<file path="src/rtl/axi_slave_read_engine_pkg.sv">
// Shared AXI definitions: bus widths, burst and response encodings, and
// small helpers used by the read engine and the address generator.
package axi_slave_read_engine_pkg;

    localparam int AXI_IDS_BITS  = 8;
    localparam int AXI_ADDR_BITS = 32;
    localparam int AXI_DATA_BITS = 32;
    localparam int AXI_LEN_BITS  = 4;
    localparam int AXI_SIZE_BITS = 3;

    localparam logic [1:0] BURST_FIXED = 2'b00;
    localparam logic [1:0] BURST_INCR  = 2'b01;
    localparam logic [1:0] BURST_WRAP  = 2'b10;
    localparam logic [1:0] BURST_RSVD  = 2'b11;

    localparam logic [1:0] RESP_OKAY   = 2'b00;
    localparam logic [1:0] RESP_SLVERR = 2'b10;

    // Widest beat this 32-bit slave can serve: 4 bytes
    localparam logic [AXI_SIZE_BITS-1:0] MAX_SIZE = 3'd2;

    // WRAP bursts are only legal with 2, 4, 8 or 16 beats
    function automatic logic wrap_len_ok(input logic [AXI_LEN_BITS-1:0] len);
        case (len)
            4'd1, 4'd3, 4'd7, 4'd15: return 1'b1;
            default:                 return 1'b0;
        endcase
    endfunction

endpackage

</file>
<file path="src/rtl/axi_burst_addr_gen.sv">
// Combinational AXI burst address arithmetic. Produces the address of the
// beat following 'addr' and the highest beat address reached by a burst that
// starts at 'addr' (33 bits so a 32-bit overflow is visible to the caller).
module axi_burst_addr_gen
    import axi_slave_read_engine_pkg::*;
(
    input  logic [AXI_ADDR_BITS-1:0] addr,
    input  logic [AXI_LEN_BITS-1:0]  len,
    input  logic [AXI_SIZE_BITS-1:0] size,
    input  logic [1:0]               burst,
    output logic [AXI_ADDR_BITS-1:0] next_addr,
    output logic [AXI_ADDR_BITS:0]   hi_addr
);

    logic [AXI_ADDR_BITS-1:0] beat_bytes_s;
    logic [AXI_ADDR_BITS-1:0] total_bytes_s;
    logic [AXI_ADDR_BITS-1:0] len_bytes_s;
    logic [AXI_ADDR_BITS-1:0] wrap_mask_s;
    logic [AXI_ADDR_BITS-1:0] wrap_base_s;
    logic [AXI_ADDR_BITS-1:0] incr_addr_s;

    assign beat_bytes_s  = 32'd1 << size;
    assign len_bytes_s   = AXI_ADDR_BITS'(len) << size;
    assign total_bytes_s = (AXI_ADDR_BITS'(len) + 32'd1) << size;
    assign wrap_mask_s   = total_bytes_s - 32'd1;
    assign wrap_base_s   = addr & ~wrap_mask_s;
    assign incr_addr_s   = addr + beat_bytes_s;

    // Select next-beat and highest-beat address by burst type
    always_comb begin
        next_addr = addr;
        hi_addr   = {1'b0, addr};
        case (burst)
            BURST_FIXED: begin
                next_addr = addr;
                hi_addr   = {1'b0, addr};
            end
            BURST_INCR: begin
                next_addr = incr_addr_s;
                hi_addr   = {1'b0, addr} + {1'b0, len_bytes_s};
            end
            BURST_WRAP: begin
                next_addr = wrap_base_s | (incr_addr_s & wrap_mask_s);
                hi_addr   = {1'b0, wrap_base_s} + {1'b0, total_bytes_s} - {1'b0, beat_bytes_s};
            end
            default: begin
                next_addr = addr;
                hi_addr   = {1'b0, addr};
            end
        endcase
    end

endmodule

</file>
<file path="src/rtl/axi_slave_read_engine.sv">
// AXI read slave in front of a single-cycle SRAM. One burst at a time:
// each beat issues one SRAM read, waits one cycle for data, then presents
// it on R until the master accepts it. Illegal or out-of-range bursts are
// answered with SLVERR and zero data without touching the SRAM.
module axi_slave_read_engine
    import axi_slave_read_engine_pkg::*;
#(
    parameter int MEM_ADDR_BITS = 14
) (
    input  logic                     clk,
    input  logic                     rst,
    input  logic [AXI_IDS_BITS-1:0]  ARID_S,
    input  logic [AXI_ADDR_BITS-1:0] ARADDR_S,
    input  logic [AXI_LEN_BITS-1:0]  ARLEN_S,
    input  logic [AXI_SIZE_BITS-1:0] ARSIZE_S,
    input  logic [1:0]               ARBURST_S,
    input  logic                     ARVALID_S,
    output logic                     ARREADY_S,
    output logic [AXI_IDS_BITS-1:0]  RID_S,
    output logic [AXI_DATA_BITS-1:0] RDATA_S,
    output logic [1:0]               RRESP_S,
    output logic                     RLAST_S,
    output logic                     RVALID_S,
    input  logic                     RREADY_S,
    output logic                     mem_ce,
    output logic [MEM_ADDR_BITS-1:0] mem_addr,
    input  logic [AXI_DATA_BITS-1:0] mem_rdata
);

    typedef enum logic [1:0] {
        ST_IDLE = 2'd0,
        ST_ADDR = 2'd1,
        ST_WAIT = 2'd2,
        ST_RESP = 2'd3
    } state_t;

    // First byte address past the end of the attached SRAM
    localparam logic [AXI_ADDR_BITS:0] MEM_LIMIT =
        {{(AXI_ADDR_BITS-2){1'b0}}, 3'd4} << MEM_ADDR_BITS;

    state_t                   state_r, state_s;
    logic [AXI_ADDR_BITS-1:0] addr_r,  addr_s;
    logic [AXI_LEN_BITS-1:0]  len_r,   len_s;
    logic [AXI_SIZE_BITS-1:0] size_r,  size_s;
    logic [1:0]               burst_r, burst_s;
    logic [AXI_IDS_BITS-1:0]  id_r,    id_s;
    logic [AXI_LEN_BITS-1:0]  cnt_r,   cnt_s;
    logic                     err_r,   err_s;

    logic [AXI_DATA_BITS-1:0] rdata_r;
    logic                     arready_r;
    logic                     rvalid_r;
    logic                     rlast_r;
    logic [1:0]               rresp_r;
    logic                     mem_ce_r;
    logic [MEM_ADDR_BITS-1:0] mem_addr_r;

    logic [AXI_ADDR_BITS-1:0] gen_addr_s;
    logic [AXI_LEN_BITS-1:0]  gen_len_s;
    logic [AXI_SIZE_BITS-1:0] gen_size_s;
    logic [1:0]               gen_burst_s;
    logic [AXI_ADDR_BITS-1:0] gen_next_s;
    logic [AXI_ADDR_BITS:0]   gen_hi_s;
    logic                     ar_err_s;
    logic                     last_s;

    // Address generator sees the incoming request while idle (range check)
    // and the latched burst otherwise (next-beat address)
    always_comb begin
        if (state_r == ST_IDLE) begin
            gen_addr_s  = ARADDR_S;
            gen_len_s   = ARLEN_S;
            gen_size_s  = ARSIZE_S;
            gen_burst_s = ARBURST_S;
        end else begin
            gen_addr_s  = addr_r;
            gen_len_s   = len_r;
            gen_size_s  = size_r;
            gen_burst_s = burst_r;
        end
    end

    axi_burst_addr_gen u_addr_gen (
        .addr      (gen_addr_s),
        .len       (gen_len_s),
        .size      (gen_size_s),
        .burst     (gen_burst_s),
        .next_addr (gen_next_s),
        .hi_addr   (gen_hi_s)
    );

    assign ar_err_s = (ARBURST_S == BURST_RSVD)
                   || (ARSIZE_S > MAX_SIZE)
                   || ((ARBURST_S == BURST_WRAP) && !wrap_len_ok(ARLEN_S))
                   || ({1'b0, ARADDR_S} >= MEM_LIMIT)
                   || (gen_hi_s >= MEM_LIMIT);

    assign last_s = (cnt_r == len_r);

    // Next-state and burst-context update
    always_comb begin
        state_s = state_r;
        addr_s  = addr_r;
        len_s   = len_r;
        size_s  = size_r;
        burst_s = burst_r;
        id_s    = id_r;
        cnt_s   = cnt_r;
        err_s   = err_r;
        case (state_r)
            ST_IDLE: begin
                if (ARVALID_S) begin
                    addr_s  = ARADDR_S;
                    len_s   = ARLEN_S;
                    size_s  = ARSIZE_S;
                    burst_s = ARBURST_S;
                    id_s    = ARID_S;
                    cnt_s   = {AXI_LEN_BITS{1'b0}};
                    err_s   = ar_err_s;
                    state_s = ST_ADDR;
                end else begin
                    state_s = ST_IDLE;
                end
            end
            ST_ADDR: state_s = ST_WAIT;
            ST_WAIT: state_s = ST_RESP;
            ST_RESP: begin
                if (RREADY_S) begin
                    if (last_s) begin
                        state_s = ST_IDLE;
                    end else begin
                        cnt_s   = cnt_r + 4'd1;
                        addr_s  = gen_next_s;
                        state_s = ST_ADDR;
                    end
                end else begin
                    state_s = ST_RESP;
                end
            end
            default: state_s = ST_IDLE;
        endcase
    end

    // State and burst-context registers
    always_ff @(posedge clk) begin
        if (rst) begin
            state_r <= ST_IDLE;
            addr_r  <= 32'd0;
            len_r   <= 4'd0;
            size_r  <= 3'd0;
            burst_r <= 2'd0;
            id_r    <= 8'd0;
            cnt_r   <= 4'd0;
            err_r   <= 1'b0;
        end else begin
            state_r <= state_s;
            addr_r  <= addr_s;
            len_r   <= len_s;
            size_r  <= size_s;
            burst_r <= burst_s;
            id_r    <= id_s;
            cnt_r   <= cnt_s;
            err_r   <= err_s;
        end
    end

    // Registered handshake, response and SRAM strobe outputs, decoded from the next state
    always_ff @(posedge clk) begin
        if (rst) begin
            arready_r  <= 1'b1;
            rvalid_r   <= 1'b0;
            rlast_r    <= 1'b0;
            rresp_r    <= RESP_OKAY;
            rdata_r    <= 32'd0;
            mem_ce_r   <= 1'b0;
            mem_addr_r <= {MEM_ADDR_BITS{1'b0}};
        end else begin
            arready_r <= (state_s == ST_IDLE);
            rvalid_r  <= (state_s == ST_RESP);
            rlast_r   <= (state_s == ST_RESP) && (cnt_s == len_s);
            rresp_r   <= err_s ? RESP_SLVERR : RESP_OKAY;
            mem_ce_r  <= (state_s == ST_ADDR) && !err_s;
            if ((state_s == ST_ADDR) && !err_s) begin
                mem_addr_r <= addr_s[MEM_ADDR_BITS+1:2];
            end else begin
                mem_addr_r <= mem_addr_r;
            end
            if (state_r == ST_WAIT) begin
                rdata_r <= err_r ? 32'd0 : mem_rdata;
            end else begin
                rdata_r <= rdata_r;
            end
        end
    end

    assign ARREADY_S = arready_r;
    assign RVALID_S  = rvalid_r;
    assign RLAST_S   = rlast_r;
    assign RRESP_S   = rresp_r;
    assign RDATA_S   = rdata_r;
    assign RID_S     = id_r;
    assign mem_ce    = mem_ce_r;
    assign mem_addr  = mem_addr_r;

endmodule

</file>
<file path="config.mk">
export PLATFORM = sky130hd
export DESIGN_NAME = axi_slave_read_engine
export DESIGN_NICKNAME = d
export VERILOG_FILES = /design/src/rtl/axi_slave_read_engine_pkg.sv /design/src/rtl/axi_burst_addr_gen.sv /design/src/rtl/axi_slave_read_engine.sv
export SDC_FILE = /design/constraint.sdc
export NUM_CORES = 1
export LEC_CHECK = 0
export CAP_MARGIN = 15
export CORE_UTILIZATION = 54
export CTS_CLUSTER_SIZE = 12
export DETAILED_ROUTE_END_ITERATION = 7
export DONT_BUFFER_PORTS = 1
export GPL_TIMING_DRIVEN = 0
export HOLD_SLACK_MARGIN = 0.02
export PLACE_DENSITY = 0.69
export SYNTH_ARGS = -nofsm -noshare
export SYNTH_HDL_FRONTEND = slang
export SYNTH_SLANG_ARGS = --single-unit
export TNS_END_PERCENT = 5
</file>
<file path="constraint.sdc">
create_clock -name clk -period 10.8 [get_ports clk]
set_input_delay 0.54 -clock clk [delete_from_list [all_inputs] [get_ports clk]]
set_output_delay 0.54 -clock clk [all_outputs]
set_load 0.02 [all_outputs]
</file>
---- Word level (Yosys, flattened, before mapping) ----
Index checks and enable logic that the tools add are counted.
Widths: inputs -> output; s select.
operators by class
  add/sub/neg operators ................... 7
  order comparisons ....................... 3
  equality and inequality tests ........... 18
  shift-type cells ........................ 3
  mux-type cells .......................... 25
  bitwise operators ....................... 4
  reductions and logical operators ........ 15
operator list
  kind                   count
  $mux 32                5
  $pmux 32 s2            2
  $add 32x32->33         2
  $pmux 33 s2            1
  $and 32x32->32         2
  $ge 33x17->1 const B   1
  $sub 33x32->33         1
  $add 32x32->32         1
  $ge 32x17->1 const B   1
  $not 32->32            1
  $or 32x32->32          1
  $shl 1x3->32 const A   1
  $shl 32x3->32          1
  $shl 4x3->32           1
  $sub 32x1->32 const B  1
  $mux 4                 6
  $eq 2x2->1 const B     6
  $eq 4x4->1             2
  $pmux 2 s4             1
  $pmux 4 s2             1
  $eq 2x1->1 const B     3
  $mux 2                 3
  $ne 2x2->1 const B     3
  $add 4x1->5 const B    1
  other kinds (16)       27
storage, ports and cells
  register bits after elaboration ......... 108
  output and inout port bits .............. 60
  word-level logic and storage cells ...... 91

---- Depth between registers and ports, before layout ----
Gate-level depths: netlist of the first run.
  word-level depth ........................ 16
  depth in mapped cells ................... 41

---- Modules after synthesis ----
A second synthesis of the first run with hierarchy kept.
unflattened totals
  cells, all modules ...................... 1537
  area, all modules ....................... 11297.1 um2
by module, submodules not included
  module                 instances  cells each  area each (um2)
  axi_burst_addr_gen     1          1000        6334.8
  axi_slave_read_engine  1          537         4962.3

---- Worst setup path before layout of the first run ----
Ideal clock, no wire load.
  kind .................................... reg-to-reg
  start ................................... reg state_r[0]
  end ..................................... reg mem_addr_r[10] (netlist: mem_addr[10])
  setup time .............................. 0.123 ns
  data arrival time ....................... 8.846 ns
  required time ........................... 10.677 ns
  setup slack ............................. 1.831 ns
  stages on the path, launching flop included .. 39
  period minus slack after synthesis ...... 8.969 ns
  cell sequence ........................... dfxtp_1 -> inv_1 -> ha_1 -> buf_6 -> buf_6 -> buf_6 -> buf_1 -> buf_2 -> buf_1 -> clkbuf_1 -> clkbuf_1 -> mux2i_1 -> inv_1 -> ha_1 -> buf_2 -> xnor2_1 -> o32a_1 -> a311oi_1 -> [... 3 more ...] -> nand2_1 -> fa_1 -> inv_1 -> ha_1 -> and3_1 -> nand3_1 -> a221oi_1 -> o32ai_1 -> and2_1 -> a31o_2 -> a221o_1 -> a2111oi_4 -> o21ai_1 -> a2111oi_2 -> o32ai_2 -> o21ai_4 -> buf_6 -> mux2_1
on the way
  cells in the longest elaborated chain, start to end .. 16
ends and longest elaborated chain
  what                    line                                                       RTL
  start, declared         axi_slave_read_engine.sv:41                                state_t state_r, state_s;
  start signal, assigned  axi_slave_read_engine.sv:156                               state_r <= state_s;
  $logic_not 2->1         axi_slave_read_engine.sv:70, axi_slave_read_engine.sv:110
  $mux 4                  axi_slave_read_engine.sv:70                                if (state_r == ST_IDLE) begin
  $add 4x1->5             axi_burst_addr_gen.sv:24                                   assign total_bytes_s = (AXI_ADDR_BITS'(len) + 32'd1) << size;
  $shl 32x3->32           axi_burst_addr_gen.sv:24
  $sub 32x1->32           axi_burst_addr_gen.sv:25                                   assign wrap_mask_s = total_bytes_s - 32'd1;
  $not 32->32             axi_burst_addr_gen.sv:26                                   assign wrap_base_s = addr & ~wrap_mask_s;
  $and 32x32->32          axi_burst_addr_gen.sv:26
  $add 32x32->33          axi_burst_addr_gen.sv:44                                   hi_addr = {1'b0, wrap_base_s} + {1'b0, total_bytes_s} - {1'b0, beat_bytes_s};
  $sub 33x32->33          axi_burst_addr_gen.sv:44
  $pmux 33 s2             axi_burst_addr_gen.sv:33                                   case (burst)
  $ge 33x17->1            axi_slave_read_engine.sv:96                                || (gen_hi_s >= MEM_LIMIT);
  $logic_or 1x1->1        axi_slave_read_engine.sv:96
  $mux 1                  axi_slave_read_engine.sv:112                               if (ARVALID_S) begin
  $mux 1                  axi_slave_read_engine.sv:110                               case (state_r)
  $logic_not 1->1         axi_slave_read_engine.sv:183                               if ((state_s == ST_ADDR) && !err_s) begin
  $logic_and 1x1->1       axi_slave_read_engine.sv:183
  end signal, assigned    axi_slave_read_engine.sv:176                               mem_addr_r <= {MEM_ADDR_BITS{1'b0}};
  end signal, assigned    axi_slave_read_engine.sv:184                               mem_addr_r <= addr_s[MEM_ADDR_BITS+1:2];
  end signal, assigned    axi_slave_read_engine.sv:186                               mem_addr_r <= mem_addr_r;
  end, declared           axi_slave_read_engine.sv:56                                logic [MEM_ADDR_BITS-1:0] mem_addr_r;
Parallel ways exist; a longest one is shown, timed or not. The select of a mux whose other input is x is not followed.
A chain may end at the register's enable or synchronous reset.

---- Worst setup path after layout of the first run ----
Ends and elaborated chain as after synthesis.

==> results.yml, run 1 <==
sta:
  maxSlewViolCount: 0
  min_period_ns: 10.30
  rsz0062_at_grt: "false"
  max_freq_mhz: 97.1
  setup_viol: 0
  min_period_over_period_pct: 95.4
  finClkSkew_ns: 0.00985
  hold_viol: 0
  tightestPinTransition_ns: 1.17
  slew_headroom_pct: 21.3
worst_hold_path:
  min_path_type: "input port to flip-flop"
floorplan:
  core_area_mm2: 0.0183
  die_h_um: 140
  row_count: 49
  initial_core_util_pct: 56.0
  num_io_pins: 145
  die-width_um: 140
  die_area_mm2: 0.0195
synth:
  synth_seq_cells: 106
  yosysSeqAreaShare_pct: 20.7
  yosys_warnings: 0
  postSynthAreaPerCell_um2: 7.32
  async_reset_ff_share_pct: 0
  synth_cell_types: 89
  synth_area_mm2: 0.0102
  syn_inst: 1397
  ys.flop_type: "dfxtp_1"
  synth_enable_flop_cells: 0
  syn_nets: 1555
final_layout:
  multi_input_area_mm2: 0.00749
  drive_above_1_share_pct: 7.09
  fillerInstances: 1727
  fin_util_pct: 59.3
  regArea_mm2: 0.00212
  layout.nets: 1564
  syn2layout_area_growth_pct: 5.95
  n_antenna_cell: 0
clock_network:
  cts_sinks: 106
  cts_setup_buffers: 0
  cts-htree-levels: 3
  clkTransAtPathRegs_ns: 0.08
  clockBufferDepth: 2
  cts_made_buffers: 9
  cts_tree: "yes"
  clockRootBuffer: "clkbuf_16"
  clk_latency_ns: 0.36
grt:
  track_usage_pct: 35.8
  antenna_found_initial: 0
  grt_start_max_net_pins: 22
  globalRouteOverflowTotal: 0
  grt_pass1_wl_mm: 55.0
  grt_pass1_vias: 9990
power_and_ir_drop:
  finalPower_mw: 2.01
  p_clk_share_pct: 17.0
  intPower_mw: 1.03
  combPwrFrac_pct: 60.8
  power_density_mw_per_mm2: 186
  p_seq_share_pct: 22.2
  power_leakage_nw: 4.46
  swShare_pct: 49.1
  vdd_drop_max_uv: 131
  switching_power_uw: 988
job:
  cap_violations: 0
critical_path:
  critPathMaxFanout: 19
  slowest_delay_ns: 0.60
  r2r_setup_slack_ns: 0.50
  r2r_end: "mem_addr[10]"
  critical_path_required_ns: 11.04
  worstPathArrival_ns: 10.54
  crit_slowest_cell: "a2111o_1"
  endpoint: "mem_addr[10]"
  crit_start: "state_r[0]"
  reg2reg_from: "state_r[0]"
  crit_buf_inv: 10
  end_kind: "flip-flop"
  reg2reg_depth: 36
  crit_cells: 36
  start_kind: "flip-flop"
  path_class: "flip-flop to flip-flop"
  cpLargestDelayFamily: "compound AO/OA/AOI/OAI gates"
place:
  port-buffer-count: 0
  place_hpwl_mm: 27.8
  place_congestion: 1.05
route:
  dr.pass1.iters: 6
  remaining_drc_errors: 0
  wl_mm: 34.9
  avgRoutedWirePerCell_um: 21.3
  dr_total_vias: 10700
  dr.first_iter.drc_count: 1166
  ant_nets: 0
  viasPerCell: 6.51
status:
  outcome: "completed"
-- worst min-delay path by stage --
stage                 from          to  slack [ns]  cells after the start
3_3_place_gp    burst_r[0]  burst_r[0]        0.44                      2
5_1_grt        ARSIZE_S[2]   size_r[2]        0.30                      2
6_report       ARSIZE_S[2]   size_r[2]        0.31                      2
2_1_floorplan   burst_r[1]  burst_r[1]        0.43                      2
3_5_place_dp    burst_r[0]  burst_r[0]        0.45                      2
4_1_cts        ARSIZE_S[2]   size_r[2]        0.30                      2
-- power groups by stage --
stage	registers (mW)	clock network, mW	logic, mW
2_1_floorplan	0.451	0	0.900
3_5_place_dp	0.456	0	1.18
4_1_cts	0.447	0.341	1.19
3_3_place_gp	0.455	0	1.17
5_1_grt	0.451	0.358	1.34
6_report	0.448	0.341	1.22
-- worst register-to-register path, delay by kind of cell, from the launching register on --
kind / cells / cell delay [ns]
buffers and inverters: 10 / 2.22
xor gates and xnor gates: 2 / 0.49
AOI/OAI and AO/OA: 12 / 4.01
adders and majority gates: 4 / 1.09
DFF: 1 / 0.32
and+or+nand+nor: 6 / 1.34
muxes: 2 / 0.73
-- placed cells by master, fill, tap and decap left out, drive strengths merged, types with 10 or more instances in the layout --
| cell | Yosys | final |
|---|---|---|
| dfxtp | 106 | 106 |
| a21oi | 133 | 133 |
| or2 | 17 | 17 |
| nor3 | 37 | 37 |
| a211oi | 11 | 11 |
| nor2 | 141 | 141 |
| a22oi | 22 | 22 |
| o31ai | 13 | 13 |
| o21a | 14 | 14 |
| nand2 | 154 | 154 |
| inv | 84 | 88 |
| xnor2 | 34 | 34 |
| mux2 | 38 | 38 |
| nand2b | 14 | 14 |
| buf | 19 | 18 |
| or3 | 10 | 10 |
| o21ai | 85 | 85 |
| mux2i | 32 | 32 |
| nand4 | 14 | 14 |
| a21o | 26 | 26 |
| nor2b | 50 | 50 |
| nor4 | 11 | 11 |
| ha | 63 | 63 |
| fa | 10 | 10 |
| a31oi | 15 | 15 |
| nand3 | 31 | 31 |
| clkbuf | 53 | 61 |
| and2 | 19 | 19 |
| o211ai | 13 | 13 |
-- routing by layer --
metal / vias up / track usage, % / wire length, um
li1: 5062 / - / -
met2: 583 / 54.6 / 14600
met4: 0 / 15.8 / 1530
met1: 4940 / 48.4 / 15000
met3: 94 / 7.95 / 3770
met5: - / 0 / 0
-- synthesized netlist by cell type (all sizes together), types with 13 or more instances --
| cell type | number | area share (%) |
|---|---|---|
| or2 | 17 | 1.0 |
| nor3 | 37 | 1.8 |
| dfxtp | 106 | 21 |
| and2 | 19 | 1.2 |
| ha | 63 | 7.7 |
| mux2i | 32 | 3.3 |
| inv | 84 | 3.1 |
| o21ai | 85 | 4.3 |
| clkbuf | 53 | 2.0 |
| o211ai | 13 | 0.95 |
| a21o | 26 | 1.9 |
| o31ai | 13 | 1.3 |
| a22oi | 22 | 1.6 |
| nor2 | 141 | 5.2 |
| nand2 | 154 | 5.7 |
| buf | 19 | 1.1 |
| nand2b | 14 | 0.86 |
| nand4 | 14 | 0.86 |
| nor2b | 50 | 3.1 |
| a31oi | 15 | 0.92 |
| nand3 | 31 | 1.6 |
| a21oi | 133 | 6.5 |
| xnor2 | 34 | 2.9 |
| o21a | 14 | 1.0 |
| mux2 | 38 | 4.2 |
-- registers in the layout (all words and copies together), names as in the netlist --
signal     count
RDATA_S       32
addr_r        32
mem_addr      14
RID_S          8
cnt_r          4
len_r          4
size_r         3
burst_r        2
state_r        2
ARREADY_S      1
RLAST_S        1
RRESP_S        1
RVALID_S       1
mem_ce         1
-- cell families after synthesis --
| group | count (synthesis) | share of synthesized area, % |
|---|---|---|
| muxes | 70 | 7.47 |
| buffers and inverters | 157 | 6.21 |
| xor gates and xnor gates | 38 | 3.25 |
| other | 1 | 0.0367 |
| AOI/OAI and AO/OA | 430 | 28.4 |
| adders and majority gates | 73 | 9.66 |
| and+or+nand+nor | 522 | 24.2 |
| DFF | 106 | 20.7 |
-- timing repair --
action,CTS,global route
gates resized for setup,2,2
setup endpoints to repair,16,15
hold buffers,0,0
-- layout make-up --
cell class | instances | share of cell area, %
sequential | 106 | 19.6
clock buffer | 9 | 2.08
clock inverter | 7 | 0.727
buffer | 69 | 2.83
multi-input combinational | 1134 | 69.1
inverter | 85 | 2.94
timing repair buffer | 1 | 0.0462
tap | 229 | 2.64
-- through the flow --
stage | setup TNS, ns | hold WS [ns] | instances | setup WS, ns | cell area, um2
after floorplan | 0 | 0.434 | 1397 | 1.83 | 10200
after global placement | -11.39 | 0.444 | 1626 | -0.833 | 10500
after detailed placement | -13.11 | 0.452 | 1627 | -0.950 | 10500
after CTS | 0 | 0.305 | 1641 | 0.290 | 10800
after global routing | 0 | 0.305 | 1640 | 0.0428 | 10800
final | 0 | 0.306 | 1640 | 0.500 | 10800
Power figures use the tool's default switching activity.
==> inputs of run 2 (changes only) <==
--- a/config.mk
+++ b/config.mk
@@ -5,7 +5,8 @@
 export SDC_FILE = /design/constraint.sdc
 export NUM_CORES = 1
 export LEC_CHECK = 0
-export CAP_MARGIN = 15
+export CAP_MARGIN = 5
+export CORE_MARGIN = 3
 export CORE_UTILIZATION = 54
 export CTS_CLUSTER_SIZE = 12
 export DETAILED_ROUTE_END_ITERATION = 7
@@ -13,6 +14,7 @@
 export GPL_TIMING_DRIVEN = 0
 export HOLD_SLACK_MARGIN = 0.02
 export PLACE_DENSITY = 0.69
+export RECOVER_POWER = 25
 export SYNTH_ARGS = -nofsm -noshare
 export SYNTH_HDL_FRONTEND = slang
 export SYNTH_SLANG_ARGS = --single-unit
==> run 2 against run 1 <==
Sequential cell count stayed put. Die area is 5.8% higher. Clock power is 4% lower. Register-to-register slack better by 0.33 ns. Count of clock-buffer cells in the layout stayed put.
==> results.yml, run 2 (synthesis gave the netlist of run 1 again) <==
sta:
  setup_viol: 0
  min_period_ns: 9.97
  maxSlewViolCount: 0
  max_freq_mhz: 100
  rsz0062_at_grt: "false"
  hold_viol: 0
  finClkSkew_ns: 0.00961
  min_period_over_period_pct: 92.3
  tightestPinTransition_ns: 1.03
  timing.final.ws_setup_ns: 0.834
  slew_headroom_pct: 29.2
final_layout:
  drive_above_1_share_pct: 7.30
  layout.nets: 1563
  final_common_cell: "nand2_1"
  final_cell_mix: "nand2_1 (154), nor2_1 (140), a21oi_1 (133), dfxtp_1 (106), inv_1 (83)"
  fin_util_pct: 59.4
  n_antenna_cell: 0
  syn2layout_area_growth_pct: 6.07
route:
  viasPerCell: 6.53
  dr.pass1.iters: 8
  remaining_drc_errors: 0
  dr.first_iter.drc_count: 1176
  dr_total_vias: 10700
  ant_nets: 0
  wl_mm: 35.4
  avgRoutedWirePerCell_um: 21.6
clock_network:
  cts_setup_buffers: 0
  clk_latency_ns: 0.35
  hold_buffers: 0
  cts-htree-levels: 3
  clockRootBuffer: "clkbuf_16"
  clkTransAtPathRegs_ns: 0.08
  ctsResizeCount: 2
  cts_tree: "yes"
  clockBufferDepth: 2
  cts_made_buffers: 9
  cts_sinks: 106
place:
  port-buffer-count: 0
  preCtsSetupSlack_ns: -0.860
  place_congestion: 1.01
  place_hpwl_mm: 28.3
grt:
  grt_start_max_net_pins: 21
  grt_pass1_wl_mm: 55.4
  grt_pass1_vias: 9919
  globalRouteOverflowTotal: 0
  antenna_found_initial: 0
  track_usage_pct: 33.9
floorplan:
  core_area_mm2: 0.0183
  initial_core_util_pct: 56.0
  die_h_um: 144
  die-width_um: 144
  die_area_mm2: 0.0206
  row_count: 49
  num_io_pins: 145
power_and_ir_drop:
  power_leakage_nw: 4.46
  power_density_mw_per_mm2: 186
  vdd_drop_max_uv: 129
critical_path:
  worstPathArrival_ns: 10.20
  cpLargestDelayFamily: "compound AO/OA/AOI/OAI gates"
  path_class: "flip-flop to flip-flop"
  r2r_setup_slack_ns: 0.83
  critical_path_required_ns: 11.03
  crit_buf_inv: 10
  slowest_delay_ns: 0.59
  start_kind: "flip-flop"
  crit_slowest_cell: "a2111o_1"
  end_kind: "flip-flop"
  critPathMaxFanout: 19
job:
  cap_violations: 0
status:
  outcome: "completed"
worst_hold_path:
  min_path_type: "input port to flip-flop"
[run 2: cell type report]
| type | count | area (um2) |
|---|---|---|
| Buffer | 69 | 309 |
| Clock buffer | 9 | 225 |
| Clock inverter | 7 | 71.3 |
| Fill cell | 1783 | 7420 |
| Inverter | 85 | 319 |
| Multi-Input combinational cell | 1134 | 7510 |
| Sequential cell | 106 | 2120 |
| Tap cell | 229 | 287 |
[run 2: path summary, 6_finish.rpt]
kind                      end  cells after the start  startpoint
setup / recovery  mem_addr[7]                     36  state_r[0]
setup reg to reg  mem_addr[7]                     36  state_r[0]
hold / removal       RID_S[0]                      2   ARID_S[0]
hold reg to reg    burst_r[0]                      2  burst_r[0]
[run 2: per-layer routing]
layer | up-vias | track usage (%) | part of all wire, %
li1 | 5048 | - | -
met1 | 4967 | 48.0 | 43
met2 | 622 | 52.0 | 43
met3 | 68 | 7.75 | 11
met4 | 0 | 9.56 | 2.9
met5 | - | 0 | 0
[run 2: worst register-to-register path, delay by kind of cell, from the launching register on]
kind | cells | cell delay [ns]
AO/OA/AOI/OAI | 12 | 3.90
XOR/XNOR | 2 | 0.47
adder cells (fa/ha/maj) | 4 | 1.08
buffers and inverters | 10 | 2.12
flip-flops | 1 | 0.32
multiplexers | 2 | 0.70
AND/OR/NAND/NOR | 6 | 1.27
[run 2: stage by stage]
| stage | cell area (um2) | TNS [ns] | hold slack (ns) | power [mW] | instances |
|---|---|---|---|---|---|
| 2_1_floorplan | 10200 | 0 | 0.434 | 1.35 | 1397 |
| 3_3_place_gp | 10500 | -11.49 | 0.444 | 1.63 | 1626 |
| 3_5_place_dp | 10500 | -11.56 | 0.449 | 1.65 | 1626 |
| 4_1_cts | 10800 | 0 | 0.313 | 1.98 | 1640 |
| 5_1_grt | 10800 | 0 | 0.311 | 2.16 | 1639 |
| 6_report | 10800 | 0 | 0.316 | 2.01 | 1639 |
[run 2: power by group]
part | switching, mW | internal [mW] | leakage (nW)
sequential | 0.0319 | 0.416 | 0.862
combinational | 0.793 | 0.446 | 3.45
clock | 0.164 | 0.163 | 0.142
total | 0.989 | 1.02 | 4.46
